File: config.mk
export PLATFORM = sky130hd
export DESIGN_NAME = instr_encoder_flat
export DESIGN_NICKNAME = d
export VERILOG_FILES = /design/src/rtl/instr_encoder_if.sv /design/src/rtl/instr_encoder.sv /design/src/flat_wrapper.sv
export SDC_FILE = /design/constraint.sdc
export NUM_CORES = 1
export LEC_CHECK = 0
export CAP_MARGIN = 20
export CORE_ASPECT_RATIO = 1.4
export CORE_MARGIN = 1
export CORE_UTILIZATION = 40
export CTS_BUF_LIST = sky130_fd_sc_hd__clkbuf_8
export DETAILED_ROUTE_END_ITERATION = 8
export SLEW_MARGIN = 10
export SYNTH_ARGS = -nofsm -noshare
export SYNTH_HDL_FRONTEND = slang
export SYNTH_SLANG_ARGS = --single-unit
File: constraint.sdc
create_clock -name clk -period 7.6 [get_ports clk]
set_clock_uncertainty 0.15 [all_clocks]
set_input_delay 1.9 -clock clk [delete_from_list [all_inputs] [get_ports clk]]
set_output_delay 1.9 -clock clk [all_outputs]
set_load 0.01 [all_outputs]
File: src/rtl/instr_encoder_if.sv
// Command and encoded-word bus between a program source and the instruction encoder.
// Latency: none (wires only).
// Backpressure: cmd_valid/cmd_ready on the command side, instr_valid/instr_ready on the word side.
interface instr_encoder_if;
    logic        cmd_valid;
    logic        cmd_ready;
    logic [3:0]  cmd_op;
    logic [4:0]  cmd_rs;
    logic [4:0]  cmd_rt;
    logic [4:0]  cmd_rd;
    logic [4:0]  cmd_shamt;
    logic [31:0] cmd_imm;
    logic        pc_load;
    logic [31:0] pc_load_addr;
    logic        instr_valid;
    logic        instr_ready;
    logic [31:0] instr;
    logic [31:0] instr_addr;
    logic        err;

    // Program source side: issues commands, consumes encoded words.
    modport master (
        output cmd_valid, cmd_op, cmd_rs, cmd_rt, cmd_rd, cmd_shamt, cmd_imm,
        output pc_load, pc_load_addr, instr_ready,
        input  cmd_ready, instr_valid, instr, instr_addr, err
    );

    // Encoder side.
    modport slave (
        input  cmd_valid, cmd_op, cmd_rs, cmd_rt, cmd_rd, cmd_shamt, cmd_imm,
        input  pc_load, pc_load_addr, instr_ready,
        output cmd_ready, instr_valid, instr, instr_addr, err
    );
endinterface

File: src/rtl/instr_encoder.sv
// Sequential MIPS encoder: operation descriptors in, 32-bit words with their addresses out.
// Latency: word valid one cycle after acceptance; LI's second word loads on the first word's handshake.
// Backpressure: one-word output register; cmd_ready low while it is full and not draining, in LI_LO, or during pc_load.
module instr_encoder #(
    parameter logic [31:0] RESET_PC = 32'h0000_0000,
    parameter bit          LI_SHORT = 1'b1
) (
    input  logic          clk,
    input  logic          rst,
    instr_encoder_if.slave bus
);

    typedef enum logic {IDLE = 1'b0, LI_LO = 1'b1} state_t;

    localparam logic [5:0] OP_RTYPE = 6'h00;
    localparam logic [5:0] OP_ADDI  = 6'h08;
    localparam logic [5:0] OP_LUI   = 6'h0F;
    localparam logic [5:0] OP_LW    = 6'h23;
    localparam logic [5:0] OP_SW    = 6'h2B;
    localparam logic [5:0] OP_BEQ   = 6'h04;
    localparam logic [5:0] FN_ADD   = 6'h20;
    localparam logic [5:0] FN_SUB   = 6'h22;
    localparam logic [5:0] FN_AND   = 6'h24;
    localparam logic [5:0] FN_OR    = 6'h25;
    localparam logic [5:0] FN_SLT   = 6'h2A;
    localparam logic [5:0] FN_SLL   = 6'h00;
    localparam logic [5:0] FN_SRL   = 6'h02;
    localparam logic [5:0] FN_SRA   = 6'h03;

    state_t      state_q, state_d;
    logic [31:0] pc_q, pc_d;
    logic [31:0] instr_q, instr_d;
    logic [31:0] instr_addr_q, instr_addr_d;
    logic [31:0] pend_q, pend_d;
    logic        instr_valid_q, instr_valid_d;
    logic        err_q, err_d;

    logic        out_free, cmd_ready, cmd_fire;
    logic [31:0] dec_word, dec_pend;
    logic        dec_drop, dec_two;
    logic [31:0] beq_diff, beq_off;
    logic        beq_ok, li_fits;
    logic [15:0] li_hi, imm16;
    logic [4:0]  rs, rt, rd, sh;

    assign rs    = bus.cmd_rs;
    assign rt    = bus.cmd_rt;
    assign rd    = bus.cmd_rd;
    assign sh    = bus.cmd_shamt;
    assign imm16 = bus.cmd_imm[15:0];

    // The output register can take a new word when empty or draining this cycle.
    assign out_free  = !instr_valid_q || bus.instr_ready;
    assign cmd_ready = !rst && (state_q == IDLE) && out_free && !bus.pc_load;
    assign cmd_fire  = bus.cmd_valid && cmd_ready;

    // Branch offset counts words from the slot after the branch itself.
    assign beq_diff = bus.cmd_imm - (pc_q + 32'd4);
    assign beq_off  = $unsigned($signed(beq_diff) >>> 2);
    assign beq_ok   = (bus.cmd_imm[1:0] == 2'b00) && ((&beq_off[31:15]) || !(|beq_off[31:15]));
    // LUI half is rounded so the sign-extended ADDI low half lands on the exact value.
    assign li_fits  = (&bus.cmd_imm[31:15]) || !(|bus.cmd_imm[31:15]);
    assign li_hi    = bus.cmd_imm[31:16] + {15'd0, bus.cmd_imm[15]};

    // Decode the current command into its first word, optional pending ADDI, or a drop.
    always_comb begin
        dec_word = 32'd0;
        dec_pend = 32'd0;
        dec_drop = 1'b0;
        dec_two  = 1'b0;
        case (bus.cmd_op)
            4'd0:  dec_word = 32'd0;
            4'd1:  dec_word = {OP_RTYPE, rs, rt, rd, 5'd0, FN_ADD};
            4'd2:  dec_word = {OP_RTYPE, rs, rt, rd, 5'd0, FN_SUB};
            4'd3:  dec_word = {OP_RTYPE, rs, rt, rd, 5'd0, FN_AND};
            4'd4:  dec_word = {OP_RTYPE, rs, rt, rd, 5'd0, FN_OR};
            4'd5:  dec_word = {OP_RTYPE, rs, rt, rd, 5'd0, FN_SLT};
            4'd6:  dec_word = {OP_RTYPE, 5'd0, rt, rd, sh, FN_SLL};
            4'd7:  dec_word = {OP_RTYPE, 5'd0, rt, rd, sh, FN_SRL};
            4'd8:  dec_word = {OP_RTYPE, 5'd0, rt, rd, sh, FN_SRA};
            4'd9:  dec_word = {OP_ADDI, rs, rt, imm16};
            4'd10: dec_word = {OP_LUI, 5'd0, rt, imm16};
            4'd11: dec_word = {OP_LW, rs, rt, imm16};
            4'd12: dec_word = {OP_SW, rs, rt, imm16};
            4'd13: begin
                if (beq_ok) begin
                    dec_word = {OP_BEQ, rs, rt, beq_off[15:0]};
                end else begin
                    dec_drop = 1'b1;
                end
            end
            4'd14: begin
                if (LI_SHORT && li_fits) begin
                    dec_word = {OP_ADDI, 5'd0, rt, imm16};
                end else begin
                    dec_word = {OP_LUI, 5'd0, rt, li_hi};
                    dec_pend = {OP_ADDI, rt, rt, imm16};
                    dec_two  = 1'b1;
                end
            end
            default: dec_drop = 1'b1;
        endcase
    end

    // Next state: accept commands or pc_load in IDLE, release the pending ADDI in LI_LO.
    always_comb begin
        state_d       = state_q;
        pc_d          = pc_q;
        instr_d       = instr_q;
        instr_addr_d  = instr_addr_q;
        pend_d        = pend_q;
        instr_valid_d = instr_valid_q;
        err_d         = 1'b0;
        if (instr_valid_q && bus.instr_ready) begin
            instr_valid_d = 1'b0;
        end
        case (state_q)
            IDLE: begin
                if (bus.pc_load && out_free) begin
                    pc_d = bus.pc_load_addr;
                end else if (cmd_fire) begin
                    if (dec_drop) begin
                        err_d = 1'b1;
                    end else begin
                        instr_d       = dec_word;
                        instr_addr_d  = pc_q;
                        pc_d          = pc_q + 32'd4;
                        instr_valid_d = 1'b1;
                        if (dec_two) begin
                            state_d = LI_LO;
                            pend_d  = dec_pend;
                        end
                    end
                end
            end
            LI_LO: begin
                if (bus.instr_ready) begin
                    instr_d       = pend_q;
                    instr_addr_d  = pc_q;
                    pc_d          = pc_q + 32'd4;
                    instr_valid_d = 1'b1;
                    state_d       = IDLE;
                end
            end
            default: state_d = IDLE;
        endcase
    end

    // State and output registers; reset drops any pending LI half.
    always_ff @(posedge clk or posedge rst) begin
        if (rst) begin
            state_q       <= IDLE;
            pc_q          <= RESET_PC;
            instr_q       <= 32'd0;
            instr_addr_q  <= 32'd0;
            pend_q        <= 32'd0;
            instr_valid_q <= 1'b0;
            err_q         <= 1'b0;
        end else begin
            state_q       <= state_d;
            pc_q          <= pc_d;
            instr_q       <= instr_d;
            instr_addr_q  <= instr_addr_d;
            pend_q        <= pend_d;
            instr_valid_q <= instr_valid_d;
            err_q         <= err_d;
        end
    end

    assign bus.cmd_ready   = cmd_ready;
    assign bus.instr_valid = instr_valid_q;
    assign bus.instr       = instr_q;
    assign bus.instr_addr  = instr_addr_q;
    assign bus.err         = err_q;

endmodule
File: src/flat_wrapper.sv
// flat-port wrapper written by rule: the top's interface ports become plain ports
module instr_encoder_flat 
#(
    parameter logic [31:0] RESET_PC = 32'h0000_0000,
    parameter bit          LI_SHORT = 1'b1
)
  (clk, rst, bus_cmd_valid, bus_cmd_op, bus_cmd_rs, bus_cmd_rt, bus_cmd_rd, bus_cmd_shamt, bus_cmd_imm, bus_pc_load, bus_pc_load_addr, bus_instr_ready, bus_cmd_ready, bus_instr_valid, bus_instr, bus_instr_addr, bus_err);
  instr_encoder_if bus_i ();
  input  logic clk;
  input  logic rst;
  input wire logic [$bits(bus_i.cmd_valid)-1:0] bus_cmd_valid;
  input wire logic [$bits(bus_i.cmd_op)-1:0] bus_cmd_op;
  input wire logic [$bits(bus_i.cmd_rs)-1:0] bus_cmd_rs;
  input wire logic [$bits(bus_i.cmd_rt)-1:0] bus_cmd_rt;
  input wire logic [$bits(bus_i.cmd_rd)-1:0] bus_cmd_rd;
  input wire logic [$bits(bus_i.cmd_shamt)-1:0] bus_cmd_shamt;
  input wire logic [$bits(bus_i.cmd_imm)-1:0] bus_cmd_imm;
  input wire logic [$bits(bus_i.pc_load)-1:0] bus_pc_load;
  input wire logic [$bits(bus_i.pc_load_addr)-1:0] bus_pc_load_addr;
  input wire logic [$bits(bus_i.instr_ready)-1:0] bus_instr_ready;
  output wire logic [$bits(bus_i.cmd_ready)-1:0] bus_cmd_ready;
  output wire logic [$bits(bus_i.instr_valid)-1:0] bus_instr_valid;
  output wire logic [$bits(bus_i.instr)-1:0] bus_instr;
  output wire logic [$bits(bus_i.instr_addr)-1:0] bus_instr_addr;
  output wire logic [$bits(bus_i.err)-1:0] bus_err;
  assign bus_i.cmd_valid = bus_cmd_valid;
  assign bus_i.cmd_op = bus_cmd_op;
  assign bus_i.cmd_rs = bus_cmd_rs;
  assign bus_i.cmd_rt = bus_cmd_rt;
  assign bus_i.cmd_rd = bus_cmd_rd;
  assign bus_i.cmd_shamt = bus_cmd_shamt;
  assign bus_i.cmd_imm = bus_cmd_imm;
  assign bus_i.pc_load = bus_pc_load;
  assign bus_i.pc_load_addr = bus_pc_load_addr;
  assign bus_i.instr_ready = bus_instr_ready;
  assign bus_cmd_ready = bus_i.cmd_ready;
  assign bus_instr_valid = bus_i.instr_valid;
  assign bus_instr = bus_i.instr;
  assign bus_instr_addr = bus_i.instr_addr;
  assign bus_err = bus_i.err;
  instr_encoder #(.RESET_PC(RESET_PC), .LI_SHORT(LI_SHORT)) u_core (.clk(clk), .rst(rst), .bus(bus_i));
endmodule
==> out/metrics.yaml, run 1 <==
drc_errors: 0
met3_length_um: 1340
fin_crit_sh_pct: 87.9
cts-root-buf: "clkbuf_8"
grt_max_degree: 73
multi_input_area_um2: 6090
dieHeight_um: 185
slowest_stage: "o41ai_4"
criticalPathCategory: "in -> reg"
rsz0062_at_grt: "false"
rows: 66
wl_met2_um: 17000
min_path_type: "reg -> reg"
drt-wirelength-per-cell_um: 21.4
cts_tree: "built"
worstSetupStartpointType: "input port"
routed_wl_um: 33700
synthesis.yosys.warnings: 0
syn_area_per_cell_um2: 8.38
required_ps: 7800
final_core_util_pct: 50.2
post_cts_resized: 0
top_layer: "met4"
post_cts_buffers: 0
gr-total-overflow: 0
numCtsBuffers: 17
grt_pass1_wl_um: 52200
io_pins: 160
netlist_area_um2: 9590
via_per_inst: 5.88
num_antenna_cells: 0
postCtsHoldBufs: 0
stdcell_area_um2: 11700
vdd_ir_drop_max_mv: 0.102
cpPeakStageDelay_ps: 570
dp_hpwl_um: 26000
fin_setup_tns_ps: 0
ys_seq_area_share_pct: 31.0
met1_length_um: 13900
synthXorXnorAreaFrac_pct: 8.60
worst_pin_slew_ps: 955
num_vias: 9260
path_cells: "clkdlybuf4s50_1, ha_1, a21o_1, a31o_2, a221o_1, and3_1, o41ai_4, o31a_1, o21ai_1, xor2_1, nor4_1, and4_1, a211o_2, a22o_4, buf_12, or3_1, and3b_1"
antenna_found_initial: 0
slew_viol_final: 0
yosysUniqueCellTypes: 91
crit_path_end_kind: "flip-flop"
cap_viol_max_count: 0
yosys-mux-area-fraction_pct: 4.32
dpl_cell_area_um2: 11400
finalPower_mw: 2.48
place_congestion: 0.890
drtIter0Drc: 647
min_period_ps: 6680
htree_levels: 4
ant_nets: 0
fmax_mhz: 150
io_buffers: 158
syn_to_final_growth_pct: 22.4
synth_compound_area_share_pct: 22.1
yosys.area_share.adder_pct: 3.87
worstSkewPairLatency_ps: 470
ys_ff_latch: 119
synth-simple-area-share_pct: 24.5
start_util_pct: 41.0
nNetsFinal: 1379
syn-num-nets: 1261
clk_pin_slew_ps: 70
p_leak_nw: 4.90
powerDensity_nw_per_um2: 212
final_cell_mix: "clkdlybuf4s50_1 (158), nand2_1 (152), dfrtp_1 (119), nor2_1 (107), xnor2_1 (55)"
clock_path_buffers: 2
seqCellArea_um2: 2980
setup_violations: 0
gr-usage-all-layers_pct: 28.2
ys_async_sr_fraction_pct: 100
drive_above_1_share_pct: 8.83
fillers: 2335
status: "complete, no violations"
synth_ff_type: "dfrtp_1"
first_pass_iters: 5
synth_top_family_by_area: "simple AND/OR/NAND/NOR gates"
synth_edf_count: 0
core_um2: 23400
die_area_um2: 24600
clock_sinks: 119
die_w_um: 133
worst-path-max-fanout: 59
hold_violations: 0
syn_inst: 1144
mostFrequentLayoutCell: "clkdlybuf4s50_1"
grt_pass1_vias: 8942
slew_headroom_pct: 36.0
cp.arrival_ps: 6880
==> final cells by class <==
class                           count  share of cell area, %
Clock buffer                       19                   2.23
Clock inverter                      7                  0.714
Inverter                           34                   1.11
Multi-Input combinational cell    905                   51.9
Sequential cell                   119                   25.4
Tap cell                          306                   3.26
Timing Repair Buffer              185                   15.4
==> cell families (layout without fill, tap and decap cells) <==
logic type / count (synthesis) / in the layout
buf+inv: 120 / 245
mux: 38 / 38
other cells: 1 / 1
xor+xnor: 79 / 79
simple gates: 463 / 463
flops: 119 / 119
compound gates: 293 / 293
fa+ha+maj: 31 / 31
==> stage by stage <==
stage               worst slack, ps  hold WS (ps)  instances
global placement                583           303       1549
detailed placement              523           305       1549
CTS                             970           320       1575
finish                          921           317       1575
global route                    476           361       1575
floorplan                      1640           290       1144
==> Yosys cell counts, types with 10 or more instances <==
| master | number | area share [%] |
|---|---|---|
| a31oi_1 | 17 | 1.1 |
| dfrtp_1 | 119 | 31 |
| inv_1 | 34 | 1.3 |
| xnor2_1 | 55 | 5.0 |
| xor2_1 | 14 | 1.3 |
| nor2_1 | 107 | 4.2 |
| a221oi_1 | 20 | 1.8 |
| and2_1 | 16 | 1.0 |
| mux2_2 | 25 | 2.9 |
| nor3_1 | 21 | 1.1 |
| mux2i_1 | 11 | 1.1 |
| o21ai_0 | 53 | 2.8 |
| nor2b_1 | 10 | 0.65 |
| a22oi_1 | 27 | 2.1 |
| nand2_1 | 152 | 5.9 |
| or3_1 | 13 | 0.85 |
| and3_1 | 18 | 1.2 |
| nand4_1 | 20 | 1.3 |
| a21oi_1 | 42 | 2.2 |
| a211oi_1 | 26 | 2.0 |
| buf_2 | 20 | 1.0 |
| a311oi_1 | 13 | 1.2 |
| ha_1 | 24 | 3.1 |
| nand2b_1 | 11 | 0.72 |
| clkbuf_1 | 50 | 2.0 |
| nand3_1 | 39 | 2.0 |
| a21o_1 | 19 | 1.5 |
==> critical path: cells and delay by family <==
kind            cells  cell delay [ps]
compound gates      8             2540
simple gates        5             1050
buf+inv             2              670
fa+ha+maj           1              370
xor+xnor            1              300
==> report_power, final <==
group | internal (mW) | total, mW | switching, mW
registers | 0.755 | 0.863 | 0.108
clock network | 0.294 | 0.556 | 0.262
logic | 0.495 | 1.06 | 0.570
==> sequential cells by signal (all words and copies together), names as in the netlist <==
signal	cells
u_core.bus.instr_addr	32
u_core.pend_q	22
u_core.bus.err	1
u_core.pc_q	32
u_core.bus.instr_valid	1
u_core.bus.instr	30
u_core.state_q	1
==> routing by layer <==
layer | track usage, % | up-vias
met1 | 34.5 | 4511
met3 | 3.34 | 60
met4 | 13.3 | 0
li1 | - | 4415
met5 | 0 | -
met2 | 49.3 | 274
==> final timing paths <==
path | end | cells after the start | from | slack [ps]
min in group asynchronous | u_core.bus.instr[22]$_DFFE_PP0P_ | 2 | rst | 1780
max in group asynchronous | u_core.pc_q[14]$_DFFE_PP0P_ | 3 | rst | 4090
min reg2reg | u_core.bus.instr_addr[25]$_DFFE_PP0P_ | 2 | u_core.bus.instr_addr[25]$_DFFE_PP0P_ | 320
max reg2reg | u_core.pc_q[13]$_DFFE_PP0P_ | 23 | u_core.pc_q[3]$_DFFE_PP0P_ | 1000
min | u_core.bus.instr_addr[25]$_DFFE_PP0P_ | 2 | u_core.bus.instr_addr[25]$_DFFE_PP0P_ | 320
max | u_core.pc_q[13]$_DFFE_PP0P_ | 17 | bus_cmd_imm[2] | 920
Power figures use the tool's default switching activity.
==> run 2: changes to the inputs <==
CORE_UTILIZATION = 50   (was 40)
GPL_ROUTABILITY_DRIVEN = 0   (was default)
PLACE_DENSITY = 0.76   (was default)
==> run 2 against run 1 <==
First-iteration DRC count up 14%. Register-to-register slack worse by 310 ps. Power up 0.38%. Combinational power about the same.
==> out/metrics.yaml, run 2 (synthesized netlist as in run 1, its figures left out) <==
status: "complete, no violations"
rows: 59  # -11%
cts-root-buf: "clkbuf_8"
num_vias: 9540  # +3.0%
min_period_ps: 6910  # +234 ps
clock_sinks: 119  # unchanged
crit_path_end_kind: "flip-flop"
core_um2: 18700  # -20%
via_per_inst: 6.30  # +7.1%
cap_viol_max_count: 0  # unchanged
fin_crit_sh_pct: 91.0  # +3.1 points
grt_pass1_vias: 8964  # +0.25%
setup_violations: 0  # unchanged
antenna_found_initial: 0  # unchanged
clk_pin_slew_ps: 70  # about the same
worst-path-max-fanout: 44  # -25%
die_w_um: 119  # -10%
p_leak_nw: 4.89  # -0.28%
drive_above_1_share_pct: 9.05  # +0.22 points
final_cell_mix: "clkdlybuf4s50_1 (158), nand2_1 (152), dfrtp_1 (119), nor2_1 (107), xnor2_1 (55)"
dieHeight_um: 166  # -10%
gr-total-overflow: 0  # unchanged
worstSetupStartpointType: "flip-flop"
gr-usage-all-layers_pct: 31.4  # +3.2 points
whs_ps: 318  # +1.11 ps
grt_pass1_wl_um: 48400  # -7.2%
drc_errors: 0  # unchanged
post_cts_resized: 0  # unchanged
pre_cts_ws_ps: 380  # -143 ps
nNetsFinal: 1375  # -0.29%
stdcell_area_um2: 11700  # -0.53%
drt-wirelength-per-cell_um: 20.3  # -5.0%
post_cts_buffers: 0  # unchanged
die_area_um2: 19700  # -20%
htree_levels: 4  # unchanged
dp_hpwl_um: 22900  # -12%
first_pass_iters: 5  # unchanged
syn_to_final_growth_pct: 21.7
min_path_type: "reg -> reg"
powerDensity_nw_per_um2: 214  # +0.92%
worstSkewPairLatency_ps: 460  # about the same
cts_tree: "built"
ant_nets: 0  # unchanged
io_pins: 160  # unchanged
postCtsHoldBufs: 0  # unchanged
multi_input_area_um2: 6090  # unchanged
slew_viol_final: 0  # unchanged
fin_setup_tns_ps: 0  # unchanged
grt_max_degree: 74  # +1.4%
worst_pin_slew_ps: 953  # -2.43 ps
setup_ws_ps: 687  # -234 ps
num_antenna_cells: 0  # unchanged
clock_path_buffers: 2  # unchanged
seqCellArea_um2: 2980  # unchanged
fillers: 1664  # -29%
required_ps: 7810  # about the same
dpl_cell_area_um2: 11300  # -1.1%
drtIter0Drc: 740  # +14%
start_util_pct: 51.4  # +10 points
rsz0062_at_grt: "false"
final_core_util_pct: 62.5  # +12 points
numCtsBuffers: 17  # unchanged
criticalPathCategory: "reg -> reg"
cp.arrival_ps: 7130  # +250 ps
routed_wl_um: 30800  # -8.6%
io_buffers: 158  # unchanged
vdd_ir_drop_max_mv: 0.0941  # -7.4%
fmax_mhz: 145  # -3.4%
mostFrequentLayoutCell: "clkdlybuf4s50_1"
hold_violations: 0  # unchanged
slew_headroom_pct: 36.5  # +0.51 points
run 2: layout make-up:
cell class / count / area share, %
Sequential cell: 119 / 25.5
Clock buffer: 18 / 2.12
Timing Repair Buffer: 181 / 15.2
Multi-Input combinational cell: 905 / 52.2
Clock inverter: 14 / 1.30
Tap cell: 244 / 2.62
Inverter: 34 / 1.11
run 2: per-stage QoR:
| step | power, mW | cells |
|---|---|---|
| floorplan | 1.49 | 1144 |
| global placement | 1.87 | 1482 |
| detailed placement | 1.89 | 1482 |
| CTS | 2.49 | 1514 |
| global route | 2.63 | 1515 |
| finish | 2.49 | 1515 |
run 2: worst paths after layout:
| check | endpoint | slack, ps | start | cells after the start |
|---|---|---|---|---|
| max | u_core.pc_q[6]$_DFFE_PP0P_ | 690 | u_core.pc_q[2]$_DFFE_PP0P_ | 24 |
| min | u_core.bus.instr_addr[29]$_DFFE_PP0P_ | 320 | u_core.bus.instr_addr[29]$_DFFE_PP0P_ | 2 |
| max reg2reg | u_core.pc_q[6]$_DFFE_PP0P_ | 690 | u_core.pc_q[2]$_DFFE_PP0P_ | 24 |
| min reg2reg | u_core.bus.instr_addr[29]$_DFFE_PP0P_ | 320 | u_core.bus.instr_addr[29]$_DFFE_PP0P_ | 2 |
| max in group asynchronous | u_core.pc_q[9]$_DFFE_PP0P_ | 4170 | rst | 3 |
| min in group asynchronous | u_core.bus.instr_addr[12]$_DFFE_PP0P_ | 1900 | rst | 2 |
run 2: critical path: stages, from the launching register on:
cell	delay (ps)
dfrtp_1	600
ha_1	280
and3_1	200
and4_1	410
nand4_1	150
nor2_1	350
and3_1	280
and2_1	220
nand2_1	90
xnor2_1	260
ha_1	380
a21o_1	220
a21o_1	170
a21oi_1	250
o21ai_0	160
a21o_1	220
or3_1	350
a21oi_1	160
nor3_2	90
nor4b_1	420
a211o_2	290
a22o_4	490
buf_4	290
a211oi_1	90
a211oi_1	220
run 2: metal layers:
layer  vias to the layer above  wire length [um]  global-route usage, %
met4                         0              1830                   18.2
met1                      4612             12100                   38.8
li1                       4414                 -                      -
met2                       419             14900                   52.2
met5                         -                 0                      0
met3                        95              1930                   4.29
run 2: report_power, final:
| part | internal (mW) | switching [mW] |
|---|---|---|
| Clock | 0.302 | 0.292 |
| Combinational | 0.490 | 0.542 |
| Sequential | 0.755 | 0.113 |
